### config.mk
export PLATFORM = sky130hd
export DESIGN_NAME = pipe_seg_chain
export DESIGN_NICKNAME = d
export VERILOG_FILES = /design/src/rtl/pipe_pkg.sv /design/src/rtl/pipe_seg_reg.sv /design/src/rtl/pipe_seg_chain.sv
export SDC_FILE = /design/constraint.sdc
export NUM_CORES = 1
export LEC_CHECK = 0
export ABC_CLOCK_PERIOD_IN_PS = 2110
export BUFFER_PORTS_ARGS = -buffer_cell sky130_fd_sc_hd__clkbuf_2
export CAP_MARGIN = 20
export CORE_AREA = 2 2 121 123
export DETAILED_ROUTE_END_ITERATION = 12
export DIE_AREA = 0 0 123 125
export GPL_TIMING_DRIVEN = 0
export PLACE_DENSITY = 0.79
export SYNTH_ARGS = -nofsm -noshare
export SYNTH_HDL_FRONTEND = slang
export SYNTH_SLANG_ARGS = --single-unit
### constraint.sdc
create_clock -name clk -period 2.11 [get_ports clk]
set_clock_uncertainty 0.1 [all_clocks]
set_input_delay 0.422 -clock clk [delete_from_list [all_inputs] [get_ports clk]]
set_output_delay 0.422 -clock clk [all_outputs]
set_load 0.02 [all_outputs]
### src/rtl/pipe_pkg.sv
// ---------------------------------------------------------------------------
// pipe_pkg
// Shared definitions for the valid/allowin pipeline chain (pipe_seg_chain).
//
// Contents
//   PIPE_DATA_W / PIPE_RDC_W / PIPE_EXC_W  default field widths
//   exc_code_e                             architectural exception codes
//   pipe_fields_t                          one stage's fields (default widths)
//   fields_width()                         packed width of a stage's fields
//
// Stage fields are packed MSB->LSB as {data, rdc, rf_we, ex, ex_code}.
// pipe_fields_t uses the same order, so a default-width stage vector can be
// cast straight to the struct when debugging.
// ---------------------------------------------------------------------------
package pipe_pkg;

    localparam int PIPE_DATA_W = 32;
    localparam int PIPE_RDC_W  = 5;
    localparam int PIPE_EXC_W  = 5;

    typedef enum logic [PIPE_EXC_W-1:0] {
        EXC_INT = 5'd0,
        EXC_SYS = 5'd8,
        EXC_BP  = 5'd9,
        EXC_RI  = 5'd10
    } exc_code_e;

    typedef struct packed {
        logic [PIPE_DATA_W-1:0] data;
        logic [PIPE_RDC_W-1:0]  rdc;
        logic                   rf_we;
        logic                   ex;
        logic [PIPE_EXC_W-1:0]  ex_code;
    } pipe_fields_t;

    // Width of one stage's packed fields: data + rdc + rf_we + ex + ex_code.
    function automatic int fields_width(input int data_w, input int rdc_w,
                                        input int exc_w);
        return data_w + rdc_w + exc_w + 2;
    endfunction

endpackage

### src/rtl/pipe_seg_reg.sv
// ---------------------------------------------------------------------------
// pipe_seg_reg
// One stage of the valid/allowin pipeline chain: a valid bit, the stage's
// packed fields, and the stage's allowin / move-out terms.
//
// Ports
//   clk, rst        clock, synchronous active-high reset
//   flush_i         drop this stage's entry (fields are left as they are)
//   load_i          an entry moves into this stage on this edge
//                   (caller only raises it when allowin_o is 1)
//   fields_i        fields of the incoming entry
//   ready_go_i      this stage has finished its work
//   allowin_next_i  the following stage (or the consumer) can take an entry
//   valid_o         stage holds an entry
//   fields_o        stage fields (held while the stage cannot drain)
//   allowin_o       stage can take an entry this cycle
//   move_out_o      stage's entry leaves on this edge
// ---------------------------------------------------------------------------
module pipe_seg_reg
    import pipe_pkg::*;
#(
    parameter int FW = fields_width(PIPE_DATA_W, PIPE_RDC_W, PIPE_EXC_W)
) (
    input  logic          clk,
    input  logic          rst,
    input  logic          flush_i,
    input  logic          load_i,
    input  logic [FW-1:0] fields_i,
    input  logic          ready_go_i,
    input  logic          allowin_next_i,
    output logic          valid_o,
    output logic [FW-1:0] fields_o,
    output logic          allowin_o,
    output logic          move_out_o
);

    logic          valid_q;
    logic          valid_d;
    logic [FW-1:0] fields_q;
    logic [FW-1:0] fields_d;

    // An empty stage always accepts; a full one only when its entry is
    // leaving on the same edge.
    assign move_out_o = valid_q & ready_go_i & allowin_next_i;
    assign allowin_o  = ~valid_q | (ready_go_i & allowin_next_i);

    always_comb begin
        valid_d  = valid_q;
        fields_d = fields_q;
        if (flush_i) begin
            valid_d = 1'b0;
        end else if (load_i) begin
            // Refill wins over vacate when both happen on the same edge.
            valid_d  = 1'b1;
            fields_d = fields_i;
        end else if (move_out_o) begin
            valid_d = 1'b0;
        end
    end

    always_ff @(posedge clk) begin
        if (rst) begin
            valid_q  <= 1'b0;
            fields_q <= '0;
        end else begin
            valid_q  <= valid_d;
            fields_q <= fields_d;
        end
    end

    assign valid_o  = valid_q;
    assign fields_o = fields_q;

endmodule

### src/rtl/pipe_seg_chain.sv
// ---------------------------------------------------------------------------
// pipe_seg_chain
// Parametrised NUM_STAGES-deep valid/allowin pipeline carrying a payload plus
// rdc, rf_we, ex and ex_code per stage. Provides per-stage ready_go stalls,
// a global flush, input blocking while an exception is in flight, and
// per-stage bypass taps for ID-stage forwarding.
//
// Parameters
//   NUM_STAGES (>=1), DATA_W, RDC_W, EXC_W
//
// Ports
//   clk, rst                   clock, synchronous active-high reset
//   flush                      kill every in-flight entry
//   in_valid / in_allowin      upstream handshake
//   in_data, in_rdc, in_rf_we, in_ex, in_ex_code   incoming entry fields
//   ready_go[NUM_STAGES]       per-stage work done (0 stalls that stage)
//   out_valid / out_allowin    downstream handshake
//   out_data, out_rdc, out_rf_we, out_ex, out_ex_code  last-stage fields
//   tap_data, tap_rdc          per-stage payload / rdc, stage 0 in the LSBs
//   tap_rdc_valid              per-stage forwarding-valid (valid&rf_we&~ex&ready_go)
//   occupancy                  registered count of valid stages
//
// Optional build macro PIPE_CHAIN_PERF_EN adds
//   perf_stall_cnt             cycles with in_valid & ~in_allowin
//   perf_bubble_cnt            cycles with ~out_valid & out_allowin
// Both are zeroed by rst only and wrap at 2^32.
//
// Handshake: an entry moves from a producer to a consumer on a rising edge
// exactly when the producer's valid and the consumer's allowin are both 1 in
// the preceding cycle; valid never depends on allowin of the same interface,
// and a producer keeps its fields stable while valid=1 and allowin=0.
// ---------------------------------------------------------------------------
module pipe_seg_chain
    import pipe_pkg::*;
#(
    parameter int NUM_STAGES = 3,
    parameter int DATA_W     = PIPE_DATA_W,
    parameter int RDC_W      = PIPE_RDC_W,
    parameter int EXC_W      = PIPE_EXC_W
) (
    input  logic                             clk,
    input  logic                             rst,
    input  logic                             flush,
    input  logic                             in_valid,
    output logic                             in_allowin,
    input  logic [DATA_W-1:0]                in_data,
    input  logic [RDC_W-1:0]                 in_rdc,
    input  logic                             in_rf_we,
    input  logic                             in_ex,
    input  logic [EXC_W-1:0]                 in_ex_code,
    input  logic [NUM_STAGES-1:0]            ready_go,
    output logic                             out_valid,
    input  logic                             out_allowin,
    output logic [DATA_W-1:0]                out_data,
    output logic [RDC_W-1:0]                 out_rdc,
    output logic                             out_rf_we,
    output logic                             out_ex,
    output logic [EXC_W-1:0]                 out_ex_code,
    output logic [NUM_STAGES*DATA_W-1:0]     tap_data,
    output logic [NUM_STAGES*RDC_W-1:0]      tap_rdc,
    output logic [NUM_STAGES-1:0]            tap_rdc_valid,
    output logic [$clog2(NUM_STAGES+1)-1:0]  occupancy
`ifdef PIPE_CHAIN_PERF_EN
    ,
    output logic [31:0]                      perf_stall_cnt,
    output logic [31:0]                      perf_bubble_cnt
`endif
);

    localparam int FW       = fields_width(DATA_W, RDC_W, EXC_W);
    localparam int OCC_W    = $clog2(NUM_STAGES + 1);
    // Bit positions inside a stage's packed {data, rdc, rf_we, ex, ex_code}.
    localparam int EX_BIT   = EXC_W;
    localparam int WE_BIT   = EXC_W + 1;
    localparam int RDC_LSB  = EXC_W + 2;
    localparam int DATA_LSB = EXC_W + 2 + RDC_W;

    logic [FW-1:0]                  in_fields;
    logic [NUM_STAGES-1:0]          valid;
    logic [NUM_STAGES-1:0]          move;
    logic [NUM_STAGES-1:0]          ex_live;
    logic [NUM_STAGES-1:0][FW-1:0]  fields;
    logic                           accept;
    logic                           retire;
    logic                           ex_pending;
    logic [OCC_W-1:0]               occ_q;
    logic [OCC_W-1:0]               occ_d;

    assign in_fields = {in_data, in_rdc, in_rf_we, in_ex, in_ex_code};

    // ------------------------------------------------------------------
    // Stage instances. allowin is kept as one scalar per generate block
    // (rather than one vector) so the backward allowin chain is a plain
    // sequence of distinct nets.
    // ------------------------------------------------------------------
    for (genvar i = 0; i < NUM_STAGES; i++) begin : g_stage
        logic          allowin_here;
        logic          allowin_next;
        logic          load;
        logic [FW-1:0] src_fields;

        if (i == 0) begin : g_head
            assign load       = accept;
            assign src_fields = in_fields;
        end else begin : g_body
            assign load       = move[i-1];
            assign src_fields = fields[i-1];
        end

        if (i == NUM_STAGES - 1) begin : g_tail
            assign allowin_next = out_allowin;
        end else begin : g_mid
            assign allowin_next = g_stage[i+1].allowin_here;
        end

        pipe_seg_reg #(
            .FW (FW)
        ) u_seg (
            .clk            (clk),
            .rst            (rst),
            .flush_i        (flush),
            .load_i         (load),
            .fields_i       (src_fields),
            .ready_go_i     (ready_go[i]),
            .allowin_next_i (allowin_next),
            .valid_o        (valid[i]),
            .fields_o       (fields[i]),
            .allowin_o      (allowin_here),
            .move_out_o     (move[i])
        );

        assign ex_live[i] = valid[i] & fields[i][EX_BIT];

        // Bypass taps. Forwarding is only offered once the stage has
        // produced its result (ready_go) and the entry will write back.
        assign tap_data[i*DATA_W +: DATA_W] = fields[i][DATA_LSB +: DATA_W];
        assign tap_rdc[i*RDC_W +: RDC_W]    = fields[i][RDC_LSB +: RDC_W];
        assign tap_rdc_valid[i] = valid[i] & fields[i][WE_BIT]
                                & ~fields[i][EX_BIT] & ready_go[i];
    end

    // Once an excepting entry is in flight nothing younger may enter, so the
    // exception reaches the end of the chain with no work queued behind it.
    assign ex_pending = |ex_live;
    assign in_allowin = g_stage[0].allowin_here & ~flush & ~ex_pending;
    assign accept     = in_valid & in_allowin;

    assign out_valid   = valid[NUM_STAGES-1] & ready_go[NUM_STAGES-1];
    assign retire      = move[NUM_STAGES-1];
    assign out_data    = fields[NUM_STAGES-1][DATA_LSB +: DATA_W];
    assign out_rdc     = fields[NUM_STAGES-1][RDC_LSB +: RDC_W];
    assign out_rf_we   = fields[NUM_STAGES-1][WE_BIT];
    assign out_ex      = fields[NUM_STAGES-1][EX_BIT];
    assign out_ex_code = fields[NUM_STAGES-1][EXC_W-1:0];

    // ------------------------------------------------------------------
    // Occupancy: tracked as a counter so it is a clean register output.
    // accept is already masked by flush through in_allowin, and a retire
    // during flush is discarded because the counter is forced to zero.
    // ------------------------------------------------------------------
    always_comb begin
        occ_d = occ_q;
        if (flush) begin
            occ_d = '0;
        end else if (accept & ~retire) begin
            occ_d = occ_q + OCC_W'(1);
        end else if (~accept & retire) begin
            occ_d = occ_q - OCC_W'(1);
        end
    end

    always_ff @(posedge clk) begin
        if (rst) begin
            occ_q <= '0;
        end else begin
            occ_q <= occ_d;
        end
    end

    assign occupancy = occ_q;

`ifdef PIPE_CHAIN_PERF_EN
    // ------------------------------------------------------------------
    // Performance counters; flush deliberately leaves them running.
    // ------------------------------------------------------------------
    logic [31:0] stall_cnt_q;
    logic [31:0] bubble_cnt_q;

    always_ff @(posedge clk) begin
        if (rst) begin
            stall_cnt_q  <= '0;
            bubble_cnt_q <= '0;
        end else begin
            if (in_valid & ~in_allowin) begin
                stall_cnt_q <= stall_cnt_q + 32'd1;
            end
            if (~out_valid & out_allowin) begin
                bubble_cnt_q <= bubble_cnt_q + 32'd1;
            end
        end
    end

    assign perf_stall_cnt  = stall_cnt_q;
    assign perf_bubble_cnt = bubble_cnt_q;
`endif

endmodule

# ---- Word level (Yosys, flattened, before mapping)
# Index checks and enable logic that the tools add are counted.
dict set report word_totals {
  memories 0
  inputBits 52
  register_bits 137
  mem_bits_rw 0
  wordCells 65
  romBits 0
  out_inout_bits 162
  latch_bits 0
}
dict set report op_classes {
  n_eq_ne 0
  n_div 0
  addsub 2
  n_mul 0
  n_shift 0
  bitwise_logic 39
  muxes 8
  order_cmp 0
  reduce_logical 9
}
# cell n
set op_table {}
lappend op_table {{1-bit bitwise AND} 26}
lappend op_table {{1-bit inverter} 10}
lappend op_table {{2-bit nonzero test} 4}
lappend op_table {{1-bit two-way mux} 6}
lappend op_table {{2-bit AND reduction} 3}
lappend op_table {{2-bit two-way mux} 2}
lappend op_table {{1-bit OR} 3}
lappend op_table {{3-bit OR reduction} 1}
lappend op_table {{2-bit by 1-bit adder with 2-bit output (second input constant)} 1}
lappend op_table {{2-bit OR reduction} 1}
lappend op_table {{2-bit by 1-bit subtractor with 2-bit output (second input constant)} 1}

# ---- Depth between registers and ports, before layout
dict set report logic_depth {
  depth_word 13
  depth_mapped 11
  depth_no_buf 8
}

# ---- Cells and area by module
# Synthesis repeated with hierarchy kept, for this count alone.
dict set report hier_totals {
  hier_cells 673
  area_unflattened_um2 6999.2
}
# module instances area_each_um2 seq_area_each_um2 cells_per_inst
set by_module_without_submodules {}
lappend by_module_without_submodules {pipe_seg_reg 3 2187.1 900.9 206}
lappend by_module_without_submodules {pipe_seg_chain 1 437.9 40.0 55}

# ---- Worst setup path before layout
# OpenSTA, ideal clock, no wires.
dict set report synth_path {
  kind {input to register}
  startpoint {input flush}
  endpoint {register occ_q[1] (netlist: occupancy[1])}
  arrival_ps 1819
  stages 10
  path_buffers 3
  setup_time_ps 130
  required_time_ps 1880
  setup_slack_ps 61
  cell_sequence {buf_2 > a21oi_1 > nand3_1 > nor2b_1 > buf_6 > buf_8 > ha_1 > nor2_1 > xnor2_1 > nor3_1}
}
dict set report synth_via {
  elab_chain_len 7
  elab_cells_between_ends 10
  classes_between {mux: 1; bitwise: 7; reduce/logical: 2}
}
# element line_no
set synth_lines {}
lappend synth_lines {{start: declaration} pipe_seg_chain.sv:43} ;# input logic flush,
lappend synth_lines {{1-bit inverter (no source line) (*)} -}
lappend synth_lines {{1-bit bitwise AND (*) (2 in a row)} pipe_seg_chain.sv:145} ;# assign in_allowin = g_stage[0].allowin_here & ~flush & ~ex_pending;
lappend synth_lines {{1-bit bitwise AND (*)} pipe_seg_chain.sv:146} ;# assign accept = in_valid & in_allowin;
lappend synth_lines {{named net accept} pipe_seg_chain.sv:83} ;# logic accept;
lappend synth_lines {{1-bit inverter} pipe_seg_chain.sv:167} ;# end else if (~accept & retire) begin
lappend synth_lines {{1-bit bitwise AND} pipe_seg_chain.sv:167}
lappend synth_lines {{2-bit nonzero test (no source line)} -}
lappend synth_lines {{end signal: assignment} pipe_seg_chain.sv:174} ;# occ_q <= '0;
lappend synth_lines {{end signal: assignment} pipe_seg_chain.sv:176} ;# occ_q <= occ_d;
lappend synth_lines {{end: declaration} pipe_seg_chain.sv:86} ;# logic [OCC_W-1:0] occ_q;
# The timed path passes the listed nets; every way through them passes the cells marked *.
# A chain may end at the register's enable or synchronous reset.

# ---- Worst setup path after layout
dict set report layout_path {
  startpoint {register g_stage[2].u_seg.valid_q}
  endpoint {register g_stage[2].u_seg.fields_q[42]}
}
dict set report layout_via {
  elab_chain_len 4
}
# element line_no
set layout_lines {}
lappend layout_lines {{start: declaration} pipe_seg_reg.sv:37} ;# logic valid_q;
lappend layout_lines {{start signal: assignment} pipe_seg_reg.sv:66} ;# valid_q <= valid_d;
lappend layout_lines {{1-bit inverter} pipe_seg_reg.sv:45} ;# assign allowin_o = ~valid_q | (ready_go_i & allowin_next_i);
lappend layout_lines {{1-bit OR} pipe_seg_reg.sv:45}
lappend layout_lines {{1-bit bitwise AND} pipe_seg_reg.sv:44} ;# assign move_out_o = valid_q & ready_go_i & allowin_next_i;
lappend layout_lines {{2-bit AND reduction (no source line)} -}
lappend layout_lines {{end signal: assignment} pipe_seg_reg.sv:67} ;# fields_q <= fields_d;
lappend layout_lines {{end: declaration} pipe_seg_reg.sv:39} ;# logic [FW-1:0] fields_q;
# No other way between the ends.

==> flow_summary.ini <==
[outcome]
status = finished, final reports clean

[critical_path]
crit_type = flip-flop to flip-flop
cp_slowest_cell = nor3_2
worstPathRequired_ns = 2.35
cpLargestDelayFamily = simple AND/OR/NAND/NOR gates
endpoint_kind = flip-flop
critical_path.cell_chain = a21boi_4 -> buf_4 -> nor3_2 -> buf_2 -> nand2_1 -> a21oi_1
critical_path.max_fanout = 10
arrival_ns = 2.22
cp.buffers_inverters = 2
start_kind = flip-flop
critPathMaxStageDelay_ns = 0.59

[route]
vias = 5008
drt-wirelength-per-cell_um = 13.8
first_pass_iters = 4
postRouteAntennaNets = 0
wl_mm = 15.2
drc = 0
via_per_inst = 4.56
drt-initial-drc-count = 188

[sta]
max_slew.worst_pin.slew_ns = 0.728
rsz0062_at_grt = false
tns_ns = 0
maxSlewHeadroom = 0.512
setup_violations = 0
maxSlewViolCount = 0
hold_viol_final = 0
finalCriticalPeriod_ns = 1.98
final.period_utilization = 0.938
setup_ws_ns = 0.131
fmax_ghz = 0.505

[synth]
synth_top_area_frac = 0.434
synth.avg_cell_area_um2 = 9.40
synth_edf_count = 0
synth_area_leaders = dfxtp_1 (43%), mux2i_1 (14%), buf_4 (13%)
ys_top_cells_by_count = dfxtp_1 (137), nand2b_1 (132), buf_4 (111)
synth.most_common_cell = dfxtp_1
yosysSeqAreaShare = 0.434
synth_area_leader_cell = dfxtp_1
yosysWarnings = 0
synth_cells = 672
syn_area_um2 = 6320
synth.distinct_cells = 30
synth-seq-cells = 137
ys_async_sr_fraction = 0
syn_nets = 725
synth_flop_cell = dfxtp_1

[cells_and_area]
drive_above_1_share = 0.421
syn2layout_area_growth_pct = 30.2
utilization = 0.579
design_area_um2 = 8230
antennaDiodeCount = 0
layout.nets = 956

[floorplan]
dieArea_um2 = 15400
die_h_um = 125
ios = 214
start_util = 0.445
coreArea_um2 = 14200
die_x_um = 123
std_cell_rows = 44

[pwr]
clockPowerShare = 0.494
p_leak_nw = 3.73
p_per_area_nw_per_um2 = 746
intPower_w = 0.00476
sequentialPowerShare = 0.433
pwr-share-comb = 0.073
fin_total_pwr_w = 0.00614
max-vdd-ir-drop_mv = 0.434
switchingPower_w = 0.00138
switching_share = 0.225

[clocking]
clock-root-buffer = clkbuf_16
cts_buffers = 17
cts.sinks = 137
cts_max_level = 4
cts_max_path_buffers = 2
clk_latency_ns = 0.42
cts_tree = yes
clk_pin_slew_worst_paths_ns = 0.06

[global_route]
overflow = 0
grt_max_degree = 17
grt_pass1_wl_mm = 24.0
antenna_found_initial = 0
grt_use_total = 0.202
grt_pass1_vias = 4734

[place]
placed_area_um2 = 7600
dp_hpwl_mm = 11.1
place.gp.congestion = 0.775
pre_cts_slack_ns = -0.184
place.port_buffers = 211

[run]
maxCapViolations = 0

[worst_hold_path]
hp-class = input pin to flip-flop
sequential cells by signal, indices dropped and copies added, names as in the netlist:
name,flops
occupancy,2
g_stage.u_seg.fields_o,132
g_stage.u_seg.valid_o,3
kinds of logic (layout without fill, tap and decap cells):
| family | after synthesis | count (layout) | synth area share |
|---|---|---|---|
| AO/OA/AOI/OAI | 53 | 53 | 0.0481 |
| XOR/XNOR | 3 | 3 | 0.00416 |
| multiplexers | 88 | 88 | 0.139 |
| AND/OR/NAND/NOR | 238 | 238 | 0.199 |
| flip-flops | 137 | 137 | 0.434 |
| buffers and inverters | 152 | 395 | 0.173 |
| adder cells (fa/ha/maj) | 1 | 1 | 0.00198 |
cell type report:
class | instances | area (um^2)
well taps | 184 | 230
plain buffers | 150 | 1070
clock buffers | 19 | 453
fillers | 1295 | 5980
inverters | 1 | 3.75
flip-flops and latches | 137 | 2750
multi-input cells | 383 | 2500
clock inverters | 12 | 150
repair buffers | 213 | 1070
path summary, 6_finish.rpt:
kind	start	endpoint	slack, ns	cells after the start
setup reg to reg	g_stage[2].u_seg.valid_o$_SDFFE_PP0P_	g_stage[2].u_seg.fields_o[42]$_SDFFE_PP0P_	0.13	6
hold / removal	in_rdc[1]	g_stage[0].u_seg.fields_o[8]$_SDFFE_PP0P_	0.14	3
hold reg to reg	g_stage[1].u_seg.fields_o[0]$_SDFFE_PP0P_	g_stage[2].u_seg.fields_o[0]$_SDFFE_PP0P_	0.35	2
setup / recovery	g_stage[2].u_seg.valid_o$_SDFFE_PP0P_	g_stage[2].u_seg.fields_o[42]$_SDFFE_PP0P_	0.13	6
what timing repair did:
item | CTS | global route
hold endpoints to repair | 0 | 0
gates resized for setup | 1 | 5
hold buffers | 0 | 0
gates cloned | 0 | 0
pin swaps | 0 | 3
endpoints found under the setup margin | 1 | 1
setup buffers | 1 | 1
metrics by stage:
step                hold slack (ns)  cells
finish                        0.139   1099
global route                  0.143   1099
CTS                           0.126   1099
detailed placement            0.343   1067
global placement              0.343   1067
floorplan                     0.332    672
tightest hold or removal path: stages:
cell and delay, ns:
clkbuf_2 0.08, nand2b_1 0.05, mux2i_1 0.06
cell usage in the layout, fill, tap and decap left out, drive strengths merged, types with 5 or more instances in the layout:
cell / n
clkbuf: 247
dfxtp: 137
buf: 135
nand2b: 132
nand2: 92
mux2i: 88
a21oi: 46
clkinv: 6
nor3: 5
power groups by stage:
stage          logic, W  clock network (W)  registers, W
3_3_place_gp   0.000451                  0       0.00272
4_1_cts        0.000457            0.00308       0.00266
2_1_floorplan  0.000303                  0       0.00271
5_1_grt        0.000487            0.00321       0.00266
6_report       0.000447            0.00303       0.00266
3_5_place_dp   0.000452                  0       0.00272
metal layers:
layer  wire length, um  track usage  up-vias
li1                  -            -     2534
met1              6850        0.255     2288
met2              7090        0.325      167
met3               976       0.0552       19
met4               285       0.0795        0
met5                 0            0        -
Note: power is estimated with default switching activity, not from simulation.
